`src/rtl/drive_pkg.sv`:
```
// Shared encodings, wheel FSM state type and steering-code decode for drive_sequencer.
package drive_pkg;

    localparam logic [1:0] DIR_STRAIGHT  = 2'b00;
    localparam logic [1:0] DIR_LEFT      = 2'b01;
    localparam logic [1:0] DIR_RIGHT     = 2'b10;
    localparam logic [1:0] DIR_STOP      = 2'b11;

    localparam logic [1:0] MODE_FULL     = 2'b00;
    localparam logic [1:0] MODE_VEER     = 2'b01;
    localparam logic [1:0] MODE_VEER_ALT = 2'b10;
    localparam logic [1:0] MODE_90       = 2'b11;

    typedef enum logic [1:0] {
        ST_RUN,
        ST_DECEL,
        ST_COAST,
        ST_FLIP
    } wheel_state_t;

    typedef struct packed {
        logic [7:0] l_duty;
        logic       l_fwd;
        logic [7:0] r_duty;
        logic       r_fwd;
    } drive_target_t;

    // A turn with MODE_FULL has no inner wheel, so it drives like straight.
    function automatic drive_target_t decode_target(
        input logic [3:0] dir,
        input logic       enable,
        input logic       cur_l_fwd,
        input logic       cur_r_fwd,
        input logic [7:0] full,
        input logic [7:0] veer,
        input logic [7:0] pivot
    );
        drive_target_t t;
        t.l_duty = full;
        t.l_fwd  = 1'b1;
        t.r_duty = full;
        t.r_fwd  = 1'b1;
        case (dir[1:0])
            MODE_VEER, MODE_VEER_ALT: begin
                if (dir[3:2] == DIR_LEFT)  t.l_duty = veer;
                if (dir[3:2] == DIR_RIGHT) t.r_duty = veer;
            end
            MODE_90: begin
                if (dir[3:2] == DIR_LEFT || dir[3:2] == DIR_RIGHT) begin
                    t.l_duty = pivot;
                    t.r_duty = pivot;
                    t.l_fwd  = (dir[3:2] != DIR_LEFT);
                    t.r_fwd  = (dir[3:2] != DIR_RIGHT);
                end
            end
            default: ;
        endcase
        if (!enable || dir[3:2] == DIR_STOP ||
            (dir[3:2] == DIR_STRAIGHT && dir[1:0] == MODE_90)) begin
            t.l_duty = '0;
            t.r_duty = '0;
            t.l_fwd  = cur_l_fwd;
            t.r_fwd  = cur_r_fwd;
        end
        return t;
    endfunction

endpackage

```
`src/rtl/wheel_ramp.sv`:
```
// One wheel: duty ramp toward target, decel/coast/flip sequence for reversal, e-stop.
module wheel_ramp
    import drive_pkg::*;
#(
    parameter int unsigned RAMP_STEP = 8,
    parameter int unsigned DEADTIME  = 500_000
) (
    input  logic       clk,
    input  logic       rst_n,
    input  logic       i_estop,
    input  logic       i_tick,
    input  logic [7:0] i_tgt_duty,
    input  logic       i_tgt_fwd,
    output logic [7:0] o_duty,
    output logic       o_fwd,
    output logic       o_busy
);

    localparam int unsigned CW    = (DEADTIME > 1) ? $clog2(DEADTIME + 1) : 1;
    localparam logic [8:0]  STEP9 = 9'(RAMP_STEP);

    wheel_state_t  r_state, w_state_nxt;
    logic [7:0]    r_duty, w_duty_nxt;
    logic          r_fwd, w_fwd_nxt;
    logic [CW-1:0] r_coast, w_coast_nxt;
    logic [7:0]    w_diff_up, w_diff_dn, w_inc, w_dec, w_dec0;

    // Step sizes clamp to the remaining distance so duty lands exactly on target.
    assign w_diff_up = i_tgt_duty - r_duty;
    assign w_diff_dn = r_duty - i_tgt_duty;
    assign w_inc     = ({1'b0, w_diff_up} > STEP9) ? STEP9[7:0] : w_diff_up;
    assign w_dec     = ({1'b0, w_diff_dn} > STEP9) ? STEP9[7:0] : w_diff_dn;
    assign w_dec0    = ({1'b0, r_duty}    > STEP9) ? STEP9[7:0] : r_duty;

    always_ff @(posedge clk) begin
        if (!rst_n) begin
            r_state <= ST_RUN;
            r_duty  <= '0;
            r_fwd   <= 1'b1;
            r_coast <= '0;
        end else begin
            r_state <= w_state_nxt;
            r_duty  <= w_duty_nxt;
            r_fwd   <= w_fwd_nxt;
            r_coast <= w_coast_nxt;
        end
    end

    always_comb begin
        w_state_nxt = r_state;
        w_duty_nxt  = r_duty;
        w_fwd_nxt   = r_fwd;
        w_coast_nxt = r_coast;
        if (i_estop) begin
            w_state_nxt = ST_RUN;
            w_duty_nxt  = '0;
            w_coast_nxt = '0;
        end else begin
            case (r_state)
                ST_RUN: begin
                    if (i_tgt_fwd != r_fwd) begin
                        w_state_nxt = ST_DECEL;
                    end else if (i_tick) begin
                        if (i_tgt_duty > r_duty)      w_duty_nxt = r_duty + w_inc;
                        else if (i_tgt_duty < r_duty) w_duty_nxt = r_duty - w_dec;
                    end
                end
                ST_DECEL: begin
                    if (i_tgt_fwd == r_fwd) begin
                        w_state_nxt = ST_RUN;
                    end else if (r_duty == '0) begin
                        w_state_nxt = ST_COAST;
                        w_coast_nxt = CW'(DEADTIME);
                    end else if (i_tick) begin
                        w_duty_nxt = r_duty - w_dec0;
                    end
                end
                ST_COAST: begin
                    if (i_tgt_fwd == r_fwd) begin
                        w_state_nxt = ST_RUN;
                        w_coast_nxt = '0;
                    end else if (r_coast <= CW'(1)) begin
                        w_state_nxt = ST_FLIP;
                        w_coast_nxt = '0;
                    end else begin
                        w_coast_nxt = r_coast - CW'(1);
                    end
                end
                ST_FLIP: begin
                    w_fwd_nxt   = ~r_fwd;
                    w_state_nxt = ST_RUN;
                end
                default: w_state_nxt = ST_RUN;
            endcase
        end
    end

    assign o_duty = r_duty;
    assign o_fwd  = r_fwd;
    assign o_busy = (r_state != ST_RUN) || (r_duty != i_tgt_duty) || (r_fwd != i_tgt_fwd);

endmodule

```
`src/rtl/drive_sequencer.sv`:
```
// Steering code to left/right PWM + direction, with shared ramp tick and PWM counter.
module drive_sequencer
    import drive_pkg::*;
#(
    parameter int unsigned FULL_DUTY    = 240,
    parameter int unsigned VEER_DUTY    = 128,
    parameter int unsigned PIVOT_DUTY   = 160,
    parameter int unsigned RAMP_TICKS   = 50_000,
    parameter int unsigned RAMP_STEP    = 8,
    parameter int unsigned DEADTIME     = 500_000,
    parameter int unsigned PWM_PRESCALE = 8
) (
    input  logic       clk,
    input  logic       rst_n,
    input  logic [3:0] dir,
    input  logic       enable,
    input  logic       estop,
    output logic       l_pwm,
    output logic       r_pwm,
    output logic       l_fwd,
    output logic       r_fwd,
    output logic       busy
);

    localparam int unsigned TW = (RAMP_TICKS > 1)   ? $clog2(RAMP_TICKS)   : 1;
    localparam int unsigned PW = (PWM_PRESCALE > 1) ? $clog2(PWM_PRESCALE) : 1;

    logic [3:0]    r_dir;
    logic [TW-1:0] r_tick_cnt;
    logic [PW-1:0] r_pre;
    logic [7:0]    r_pwm_cnt;
    logic          r_l_pwm, r_r_pwm;
    logic          w_tick;
    drive_target_t w_tgt;
    logic [7:0]    w_l_duty, w_r_duty;
    logic          w_l_fwd, w_r_fwd, w_l_busy, w_r_busy;

    assign w_tick = (r_tick_cnt == TW'(RAMP_TICKS - 1));
    assign w_tgt  = decode_target(r_dir, enable, w_l_fwd, w_r_fwd,
                                  8'(FULL_DUTY), 8'(VEER_DUTY), 8'(PIVOT_DUTY));

    // Registered dir resets to a stop code so targets are zero straight out of reset.
    always_ff @(posedge clk) begin
        if (!rst_n) begin
            r_dir      <= {DIR_STOP, MODE_FULL};
            r_tick_cnt <= '0;
            r_pre      <= '0;
            r_pwm_cnt  <= '0;
            r_l_pwm    <= 1'b0;
            r_r_pwm    <= 1'b0;
        end else begin
            r_dir      <= dir;
            r_tick_cnt <= w_tick ? '0 : r_tick_cnt + TW'(1);
            if (r_pre == PW'(PWM_PRESCALE - 1)) begin
                r_pre     <= '0;
                r_pwm_cnt <= r_pwm_cnt + 8'd1;
            end else begin
                r_pre <= r_pre + PW'(1);
            end
            r_l_pwm <= !estop && (r_pwm_cnt < w_l_duty);
            r_r_pwm <= !estop && (r_pwm_cnt < w_r_duty);
        end
    end

    wheel_ramp #(.RAMP_STEP(RAMP_STEP), .DEADTIME(DEADTIME)) u_left (
        .clk        (clk),
        .rst_n      (rst_n),
        .i_estop    (estop),
        .i_tick     (w_tick),
        .i_tgt_duty (w_tgt.l_duty),
        .i_tgt_fwd  (w_tgt.l_fwd),
        .o_duty     (w_l_duty),
        .o_fwd      (w_l_fwd),
        .o_busy     (w_l_busy)
    );

    wheel_ramp #(.RAMP_STEP(RAMP_STEP), .DEADTIME(DEADTIME)) u_right (
        .clk        (clk),
        .rst_n      (rst_n),
        .i_estop    (estop),
        .i_tick     (w_tick),
        .i_tgt_duty (w_tgt.r_duty),
        .i_tgt_fwd  (w_tgt.r_fwd),
        .o_duty     (w_r_duty),
        .o_fwd      (w_r_fwd),
        .o_busy     (w_r_busy)
    );

    assign l_pwm = r_l_pwm;
    assign r_pwm = r_r_pwm;
    assign l_fwd = w_l_fwd;
    assign r_fwd = w_r_fwd;
    assign busy  = w_l_busy || w_r_busy;

endmodule

```
`config.mk`:
```
export PLATFORM = sky130hd
export DESIGN_NAME = drive_sequencer
export DESIGN_NICKNAME = d
export VERILOG_FILES = /design/src/rtl/drive_pkg.sv /design/src/rtl/wheel_ramp.sv /design/src/rtl/drive_sequencer.sv
export SDC_FILE = /design/constraint.sdc
export NUM_CORES = 1
export LEC_CHECK = 0
export ABC_AREA = 1
export ABC_CLOCK_PERIOD_IN_PS = 5300
export BUFFER_PORTS_ARGS = -buffer_cell sky130_fd_sc_hd__buf_2
export CORE_MARGIN = 1
export CORE_UTILIZATION = 64
export DETAILED_ROUTE_END_ITERATION = 6
export PLACE_DENSITY = 0.81
export SLEW_MARGIN = 20
export SYNTH_ARGS = -nofsm -noshare
export SYNTH_HDL_FRONTEND = slang
export SYNTH_SLANG_ARGS = --single-unit
```
`constraint.sdc`:
```
create_clock -name clk -period 5.3 [get_ports clk]
set_input_delay 0.53 -clock clk [delete_from_list [all_inputs] [get_ports clk]]
set_output_delay 0.53 -clock clk [all_outputs]
set_load 0.01 [all_outputs]
```
# After elaboration in Yosys (flattened, before gate mapping)

Cells that the tools add are included.

Bits in registers: 93
Latch bits: 0
RAM bits: 0
ROM bits: 0
Input bits: 8
Output and inout port bits: 5
Word-level logic and storage cells: 179
Memories kept: 0

$add $sub $neg: 15
Multipliers: 0
Div/mod/pow operators: 0
Magnitude comparators: 14
Equal/unequal tests: 44
Shifts and indexed selects: 0
Mux-type cells: 52
Bitwise logic cells: 4
Reduce and logical (&&, ||, !) cells: 36

Operators by type and width:

| operator                                                        | number |
|---|---|
| two-way mux 8 bit                                               | 20 |
| two-way mux 19 bit                                              | 8 |
| case mux 19 bit (2 select lines)                                | 2 |
| case mux 8 bit (2 select lines)                                 | 4 |
| subtractor 8 bit                                                | 8 |
| > comparator 8 x 4 -> 1 bit, second input constant              | 6 |
| less-or-equal comparator 19 x 1 -> 1 bit, second input constant | 2 |
| subtractor 19 x 1 -> 19 bit, second input constant              | 2 |
| less-than comparator 8 bit                                      | 4 |
| inequality test 2 bit, second input constant                    | 11 |
| two-way mux 2 bit                                               | 10 |
| two-way mux 18 bit                                              | 1 |
| inequality test 3 x 1 -> 1 bit, second input constant           | 6 |
| two-way mux 17 bit                                              | 1 |
| adder 16 x 1 -> 16 bit, second input constant                   | 1 |
| adder 8 bit                                                     | 2 |
| equality test 16 bit, second input constant                     | 1 |
| equality test 2 bit, second input constant                      | 8 |
| > comparator 8 bit                                              | 2 |
| zero test 8 bit                                                 | 2 |
| inequality test 8 bit                                           | 2 |
| case mux 2 bit (4 select lines)                                 | 2 |
| two-way mux 7 bit                                               | 2 |
| AND reduction 7 bit                                             | 2 |
| other kinds (17)                                                | 56 |

# Logic depth before layout (Yosys ltp)

Gate-level depths: netlist (run 1).

Depth after elaboration: 14
Gate-level depth with buffers: 33
Mapped depth without buffers: 33

# Cells and area by module

From an unflattened synthesis (run 1), not the netlist that was laid out.

Cells, all modules: 1150
Area total of the unflattened synthesis: 7852.5 sq um

Modules (own cells, without submodules):

| module                | instances | cells each | area an instance (sq um) | sequential area each (sq um) |
|---|---|---|---|---|
| wheel_ramp at u_left  | 1         | 434        | 2952.8                   | 600.6 |
| wheel_ramp at u_right | 1         | 431        | 2909.0                   | 600.6 |
| drive_sequencer       | 1         | 285        | 1990.7                   | 660.6 |

# Worst setup path after synthesis (run 1)

OpenSTA, ideal clock, no wires.

Path kind: reg-to-reg
From: register r_dir[3]
To: register u_left.r_duty[5], in the netlist u_left.o_duty[5]
Setup time: 0.120 ns
Data arrival time: 3.802 ns
Required time: 5.180 ns
Setup slack: 1.378 ns
Stages on the path, launching flop included: 27
Period minus slack after synthesis: 3.922 ns
Cells stage by stage: dfxtp_1 inv_1 ha_1 o21ai_0 o21ai_0 inv_1 ha_1 o21ai_0 nand2_1 nand2_1 nand2_1 nor2_2 nand2_1 inv_1 nand2_1 ha_1 o21ai_1 a21oi_1 o22ai_1 inv_1 ha_1 a21oi_1 nand2_1 a21o_1 a21oi_1 xor2_1 a21oi_1

Cells in the longest elaborated chain, start to end: 14

Ends and longest elaborated chain:

| element                                                                    | RTL line                         | text |
|---|---|---|
| from (decl)                                                                | drive_sequencer.sv:28            | `logic [3:0] r_dir;` |
| from (signal assigned)                                                     | drive_sequencer.sv:45            | `r_dir <= {DIR_STOP, MODE_FULL};` |
| from (signal assigned)                                                     | drive_sequencer.sv:52            | `r_dir <= dir;` |
| equality test 2 x 1 -> 1 bit / equality test 2 bit (equally long branches) | drive_pkg.sv:45, drive_pkg.sv:49 |  |
| logical OR 1 bit                                                           | drive_pkg.sv:49                  | `if (dir[3:2] == DIR_LEFT \|\| dir[3:2] == DIR_RIGHT) begin` |
| two-way mux 17 bit                                                         | drive_pkg.sv:49                  |  |
| case mux 8 bit (2 select lines)                                            | drive_pkg.sv:43                  | `case (dir[1:0])` |
| two-way mux 18 bit *                                                       | drive_pkg.sv:58                  | `if (!enable \|\| dir[3:2] == DIR_STOP \|\|` |
| subtractor 8 bit                                                           | wheel_ramp.sv:30                 | `assign w_diff_dn = r_duty - i_tgt_duty;` |
| > comparator 8 x 4 -> 1 bit                                                | wheel_ramp.sv:32                 | `assign w_dec = ({1'b0, w_diff_dn} > STEP9) ? STEP9[7:0] : w_diff_dn;` |
| two-way mux 8 bit                                                          | wheel_ramp.sv:32                 |  |
| subtractor 8 bit                                                           | wheel_ramp.sv:65                 | `else if (i_tgt_duty < r_duty) w_duty_nxt = r_duty - w_dec;` |
| two-way mux 8 bit                                                          | wheel_ramp.sv:65                 |  |
| two-way mux 8 bit                                                          | wheel_ramp.sv:64                 | `if (i_tgt_duty > r_duty) w_duty_nxt = r_duty + w_inc;` |
| two-way mux 8 bit                                                          | wheel_ramp.sv:63                 | `end else if (i_tick) begin` |
| two-way mux 8 bit                                                          | wheel_ramp.sv:61                 | `if (i_tgt_fwd != r_fwd) begin` |
| case mux 8 bit (2 select lines)                                            | wheel_ramp.sv:59                 | `case (r_state)` |
| to (signal assigned)                                                       | wheel_ramp.sv:43                 | `r_duty <= w_duty_nxt;` |
| to (decl)                                                                  | wheel_ramp.sv:23                 | `logic [7:0] r_duty, w_duty_nxt;` |

Every way passes the cells marked *; elsewhere a longest branch is shown, timed or not. The select of a mux whose other input is x is not followed.
A chain may end at the register's enable or synchronous reset.

# Final worst setup path (run 1)

From: register r_dir[3]
To: register u_left.r_duty[7], in the netlist u_left.o_duty[7]

The elaborated chain is that of the path after synthesis.

==> metrics.cfg, run 1 <==
[status]
outcome = finished clean

[synthesis]
yosys_warnings = 0
postSynthAreaPerCell_um2 = 6.948
synth_edf_count = 0
synth_area_mm2 = 0.006955
synth_top_family_by_area = simple AND/OR/NAND/NOR gates
synth_compound_area_frac = 0.1551
synth_top_area_share = 0.2677
synthFlopType = dfxtp_1
synthAdderAreaFrac = 0.1392
yosys.area_share.simple = 0.2943
synth_nets = 1084
synth.ff_latch_count = 93
synthXorXnorAreaFrac = 0.05037
synth_mux_area_frac = 0
ys_async_sr_fraction = 0
syn_inst = 1001
ys_types = 51
yosysTopAreaCell = dfxtp_1
synth_area_leaders = dfxtp_1, ha_1, nand2_1
synth-seq-area-share = 0.2677

[clock_tree]
root_buffer = clkbuf_8
post_cts_buffers = 0
clock_sinks = 93
cts_buffer_depth = 2
clk_latency_ns = 0.40
clk_pin_slew_ns = 0.10
htree_levels = 3
ctsHoldBuffers = 0
cts_made_buffers = 9
cts_tree = done
cts_resized = 0

[floorplan]
fp.dieH_um = 106.3
std_cell_rows = 37
core-area_mm2 = 0.01042
die_w_um = 106.3
io_pins = 13
design.die.area_mm2 = 0.01129
start_util = 0.6677

[critical_path]
critPathMaxStageDelay_ns = 0.40
crit_fanout = 6
arrival_ns = 4.85
critPathKind = register to register
slowest_stage = dfxtp_1
crit_top_cell = nand2_1
reg2reg_to = u_left.o_duty[7]$_SDFFE_PP0P_
start_kind = register
r2r_setup_slack_ns = 0.74
crit_path_end_kind = register
reg2reg_depth = 28
required_ns = 5.60
r2r-start = r_dir[3]$_SDFF_PN1_

[power]
power_frac_comb = 0.189
swShare = 0.3151
total_power_uw = 1429
p_int_uw = 978.5
powerDensity_mw_per_mm2 = 195.5
p_switching_uw = 450.1
pwr-share-seq = 0.496
p_clk_frac = 0.315
peakVddDrop_v = 0.0002173
leakagePower_uw = 0.003465

[min_path]
hp-class = input port to register
whs_endpoint = r_dir[2]$_SDFF_PN1_
hp-start = dir[2]
holdPathStages = 2

[sta]
rsz0062_at_grt = no
finalMaxSlewViolations = 0
setup_viol = 0
min_period_over_period = 0.8595
setup_tns_ns = 0
tightestPinTransition_ns = 0.7766
final_hold_viol_count = 0
fmax_ghz = 0.2195
slew_headroom = 0.4750
finClkSkew_ns = 0.01079
fin_crit_ns = 4.555

[finish]
final_area_mm2 = 0.007308
diodes = 0
layout.cells.most_common = nand2_1
most-common-layout-cells = nand2_1, inv_1, nor2_1, dfxtp_1, a21oi_1
area_delta_synth_final_pct = 5.073
drive_gt1_frac = 0.09118
fin_nets = 1098

[route]
antenna_left = 0
wire_per_inst_um = 13.13
drtIter0Drc = 327
wl_um = 15180
firstDrtPassIters = 7
vias = 6263
viasPerCell = 5.418
drc = 0

[placement]
dpl_cell_area_mm2 = 0.007133
dp_hpwl_um = 11820
io_buffers = 12
gp_congestion = 0.9060

[global_route]
grt_pass1_wl_um = 26590
grt_usage = 0.2918
grt_pass1_vias = 6001
antenna_found_initial = 0
grt_max_degree = 22
grt_overflow_total = 0

[flow_run]
maxCapViolCount = 0

## kinds of logic (layout without fill, tap and decap cells)
group                    Yosys count  in the layout
adder cells (fa/ha/maj)           75             75
AO/OA/AOI/OAI                    189            189
XOR/XNOR                          40             40
buffers and inverters            167            186
flip-flops                        93             93
AND/OR/NAND/NOR                  437            437
## per-stage QoR
step,setup WS [ns],hold slack (ns),utilization,cells
2_1_floorplan,1.378,0.3990,-,1001
3_3_place_gp,0.8878,0.4113,0.6848,1140
3_5_place_dp,0.8008,0.4172,0.6848,1140
4_1_cts,0.7547,0.3026,0.7016,1156
5_1_grt,0.3149,0.3267,0.7016,1156
6_report,0.7447,0.3188,0.7016,1156
## final cells by class
type	instances	area, um2
repair buffers	13	67.56
multi-input cells	741	4444
fillers	914	3108
inverters	157	589.3
flip-flops and latches	93	1862
clock inverters	6	47.55
clock buffers	10	127.6
well taps	136	170.2
## synth_stat cells, types with 2 or more instances
cell type	number
nand2_1	162
inv_1	144
nor2_1	125
dfxtp_1	93
a21oi_1	72
ha_1	71
o21ai_0	65
nand3_1	54
xor2_1	28
nand4_1	17
nor2_2	15
xnor2_1	12
inv_2	11
nand2_2	10
a31oi_1	9
nor3_1	9
nand3_2	8
nor4_1	7
o211ai_1	7
or2_2	7
and3_1	5
o21ai_1	5
o21bai_1	5
a211oi_1	4
a221oi_1	4
clkbuf_1	4
fa_1	4
nor3_4	4
nor3b_1	4
buf_2	3
nor2_4	3
nor3_2	3
o21a_1	3
o31ai_1	3
a21o_1	2
a2bb2oi_1	2
buf_6	2
clkinv_1	2
## worst max-delay path: cells and delay by family, from the launching register on
family | cells | cell delay, ns
simple gates | 12 | 1.02
buf+inv | 4 | 0.35
flops | 1 | 0.40
compound gates | 8 | 1.49
fa+ha+maj | 4 | 1.19
## power by group through the flow
stage | sequential [uW] | combinational [uW] | clock, uW
2_1_floorplan | 724 | 218 | 0
3_3_place_gp | 724 | 263 | 0
3_5_place_dp | 725 | 268 | 0
4_1_cts | 708 | 270 | 462
5_1_grt | 710 | 310 | 486
6_report | 708 | 271 | 450
## worst max-delay path by stage
stage,slack (ns),start,endpoint,cells after the start
final,0.74,r_dir[3]$_SDFF_PN1_,u_left.o_duty[7]$_SDFFE_PP0P_,28
after CTS,0.75,r_dir[0]$_SDFF_PN0_,u_right.o_duty[7]$_SDFFE_PP0P_,27
after global placement,0.89,r_dir[3]$_SDFF_PN1_,u_left.o_duty[7]$_SDFFE_PP0P_,28
after floorplan,1.38,r_dir[3]$_SDFF_PN1_,u_left.o_duty[5]$_SDFFE_PP0P_,26
after detailed placement,0.80,r_dir[0]$_SDFF_PN0_,u_right.o_duty[7]$_SDFFE_PP0P_,27
after global routing,0.31,r_dir[0]$_SDFF_PN0_,u_right.o_duty[6]$_SDFFE_PP0P_,25
## state kept, by name, summed over array words and instances, names as in the netlist, 2 cells and up
name / count
u_left.r_coast: 19
u_right.r_coast: 19
r_tick_cnt: 16
r_pwm_cnt: 8
u_left.o_duty: 8
u_right.o_duty: 8
r_dir: 4
r_pre: 3
u_left.r_state: 2
u_right.r_state: 2
## metal layers
layer	routed length, um	global-route usage	vias up
met3	600	0.05457	24
met4	317	0.1141	0
met2	7213	0.5014	114
met5	0	0	-
met1	7046	0.3589	2813
li1	-	-	3312
Note: power is estimated with default switching activity, not from simulation.
==> run 2: changes to the inputs <==
- MAX_ROUTING_LAYER: unset -> met4
==> metrics.cfg, run 2 (synthesized netlist as in run 1, its figures left out) <==
[critical_path]
r2r_setup_slack_ns = 0.74  ; about the same
crit_fanout = 6  ; unchanged
cp.buffers_inverters = 4  ; unchanged
critPathMaxStageDelay_ns = 0.40  ; about the same
start_kind = register
crit_path_end_kind = register
crit_top_cell = nand2_1
arrival_ns = 4.86  ; about the same
critPathKind = register to register
slowest_stage = dfxtp_1
crit_family = compound AO/OA/AOI/OAI gates
required_ns = 5.60  ; about the same

[placement]
io_buffers = 12  ; unchanged
gp_congestion = 0.9215  ; +1.7%
dp_hpwl_um = 11820  ; unchanged
dpl.cell_count = 1140  ; unchanged
place_ws_ns = 0.8008  ; unchanged

[global_route]
grt_pass1_wl_um = 26580  ; about the same
grt_usage = 0.3000  ; +0.008273
grt_max_degree = 22  ; unchanged
grt_overflow_total = 0  ; unchanged
antenna_found_initial = 0  ; unchanged
grt_pass1_vias = 6001  ; unchanged

[sta]
slew_headroom = 0.4742  ; -0.0008270
rsz0062_at_grt = no
finalWorstSetupSlack_ns = 0.7378  ; -0.006965 ns
setup_viol = 0  ; unchanged
final_hold_viol_count = 0  ; unchanged
setup_tns_ns = 0  ; unchanged
tightestPinTransition_ns = 0.7778  ; +0.001224 ns
fin_crit_ns = 4.562  ; +0.006965 ns
finClkSkew_ns = 0.01044  ; -0.0003483 ns
finalMaxSlewViolations = 0  ; unchanged
min_period_over_period = 0.8608  ; +0.001314
fmax_ghz = 0.2192  ; -0.15%

[route]
firstDrtPassIters = 6  ; -1
vias = 6252  ; -0.18%
antenna_left = 0  ; unchanged
drc = 0  ; unchanged
drtIter0Drc = 325  ; -0.61%
viasPerCell = 5.408  ; -0.18%
wire_per_inst_um = 13.13  ; about the same
wl_um = 15180  ; about the same

[finish]
fin_cells = 1156  ; unchanged
diodes = 0  ; unchanged
n_fill_cell = 914  ; unchanged
drive_gt1_frac = 0.09118  ; unchanged
layout.cells.most_common = nand2_1
most-common-layout-cells = nand2_1, inv_1, nor2_1, dfxtp_1, a21oi_1
reg_top3 = u_left.r_coast: 19 flops, u_right.r_coast: 19 flops, r_tick_cnt: 16 flops
fin_nets = 1098  ; unchanged
area_delta_synth_final_pct = 5.073  ; unchanged

[clock_tree]
cts_resized = 0  ; unchanged
clk_pin_slew_ns = 0.09  ; about the same
htree_levels = 3  ; unchanged
ctsHoldBuffers = 0  ; unchanged
clk_latency_ns = 0.39  ; about the same
cts_tree = done
post_cts_buffers = 0  ; unchanged
clock_sinks = 93  ; unchanged
cts_buffer_depth = 2  ; unchanged
cts_made_buffers = 9  ; unchanged
root_buffer = clkbuf_8

[min_path]
hp-class = input port to register

[floorplan]
design.die.area_mm2 = 0.01129  ; unchanged
core-area_mm2 = 0.01042  ; unchanged
start_util = 0.6677  ; unchanged
std_cell_rows = 37  ; unchanged
io_pins = 13  ; unchanged
die_w_um = 106.3  ; unchanged
fp.dieH_um = 106.3  ; unchanged

[power]
powerDensity_mw_per_mm2 = 195.4  ; about the same
total_power_uw = 1428  ; about the same
leakagePower_uw = 0.003465  ; unchanged
peakVddDrop_v = 0.0002174  ; about the same

[flow_run]
maxCapViolCount = 0  ; unchanged

[status]
outcome = finished clean

-- run 2: worst paths after layout --
kind,startpoint,to,cells past startpoint
worst max-delay path,r_dir[3]$_SDFF_PN1_,u_left.o_duty[7]$_SDFFE_PP0P_,28
worst min-delay path,dir[2],r_dir[2]$_SDFF_PN1_,2
worst max register to register,r_dir[3]$_SDFF_PN1_,u_left.o_duty[7]$_SDFFE_PP0P_,28
worst min register to register,r_pre[0]$_SDFF_PP0_,r_pre[0]$_SDFF_PP0_,1
-- run 2: routing by layer --
| metal | global-route usage | share of wire | wire length (um) |
|---|---|---|---|
| met5 | - | 0 | 0 |
| met4 | 0.1141 | 0.019 | 291 |
| met3 | 0.05457 | 0.042 | 634 |
| met2 | 0.5014 | 0.48 | 7246 |
| met1 | 0.3589 | 0.46 | 7009 |
-- run 2: final cells by class --
class / instances / area [um2] / share of cell area
sequential: 93 / 1862 / 0.2548
inverter: 157 / 589.3 / 0.08064
clock inverter: 6 / 47.55 / 0.006506
multi-input combinational: 741 / 4444 / 0.6081
clock buffer: 10 / 127.6 / 0.01746
tap: 136 / 170.2 / 0.02328
timing repair buffer: 13 / 67.56 / 0.009245
-- run 2: worst register-to-register path, delay by kind of cell (launching register included) --
kind | cells | cell delay (ns)
adder cells (fa/ha/maj) | 4 | 1.19
AND/OR/NAND/NOR | 12 | 1.03
buffers and inverters | 4 | 0.35
flip-flops | 1 | 0.40
AO/OA/AOI/OAI | 8 | 1.49
-- run 2: where the power goes --
| part | internal (uW) | switching [uW] | total (uW) | leakage [uW] |
|---|---|---|---|---|
| logic | 98.5 | 172 | 271 | 0.00262 |
| registers | 704 | 3.85 | 708 | 0.000751 |
| clock network | 176 | 274 | 449 | 0.0000925 |
| total | 978 | 450 | 1430 | 0.00347 |
-- run 2: through the flow --
step	util	hold WS, ns	area, um2
finish	0.7016	0.3200	7308
global route	0.7016	0.3267	7308
CTS	0.7016	0.3026	7308
detailed placement	0.6848	0.4172	7133
global placement	0.6848	0.4113	7133
floorplan	-	0.3990	6955
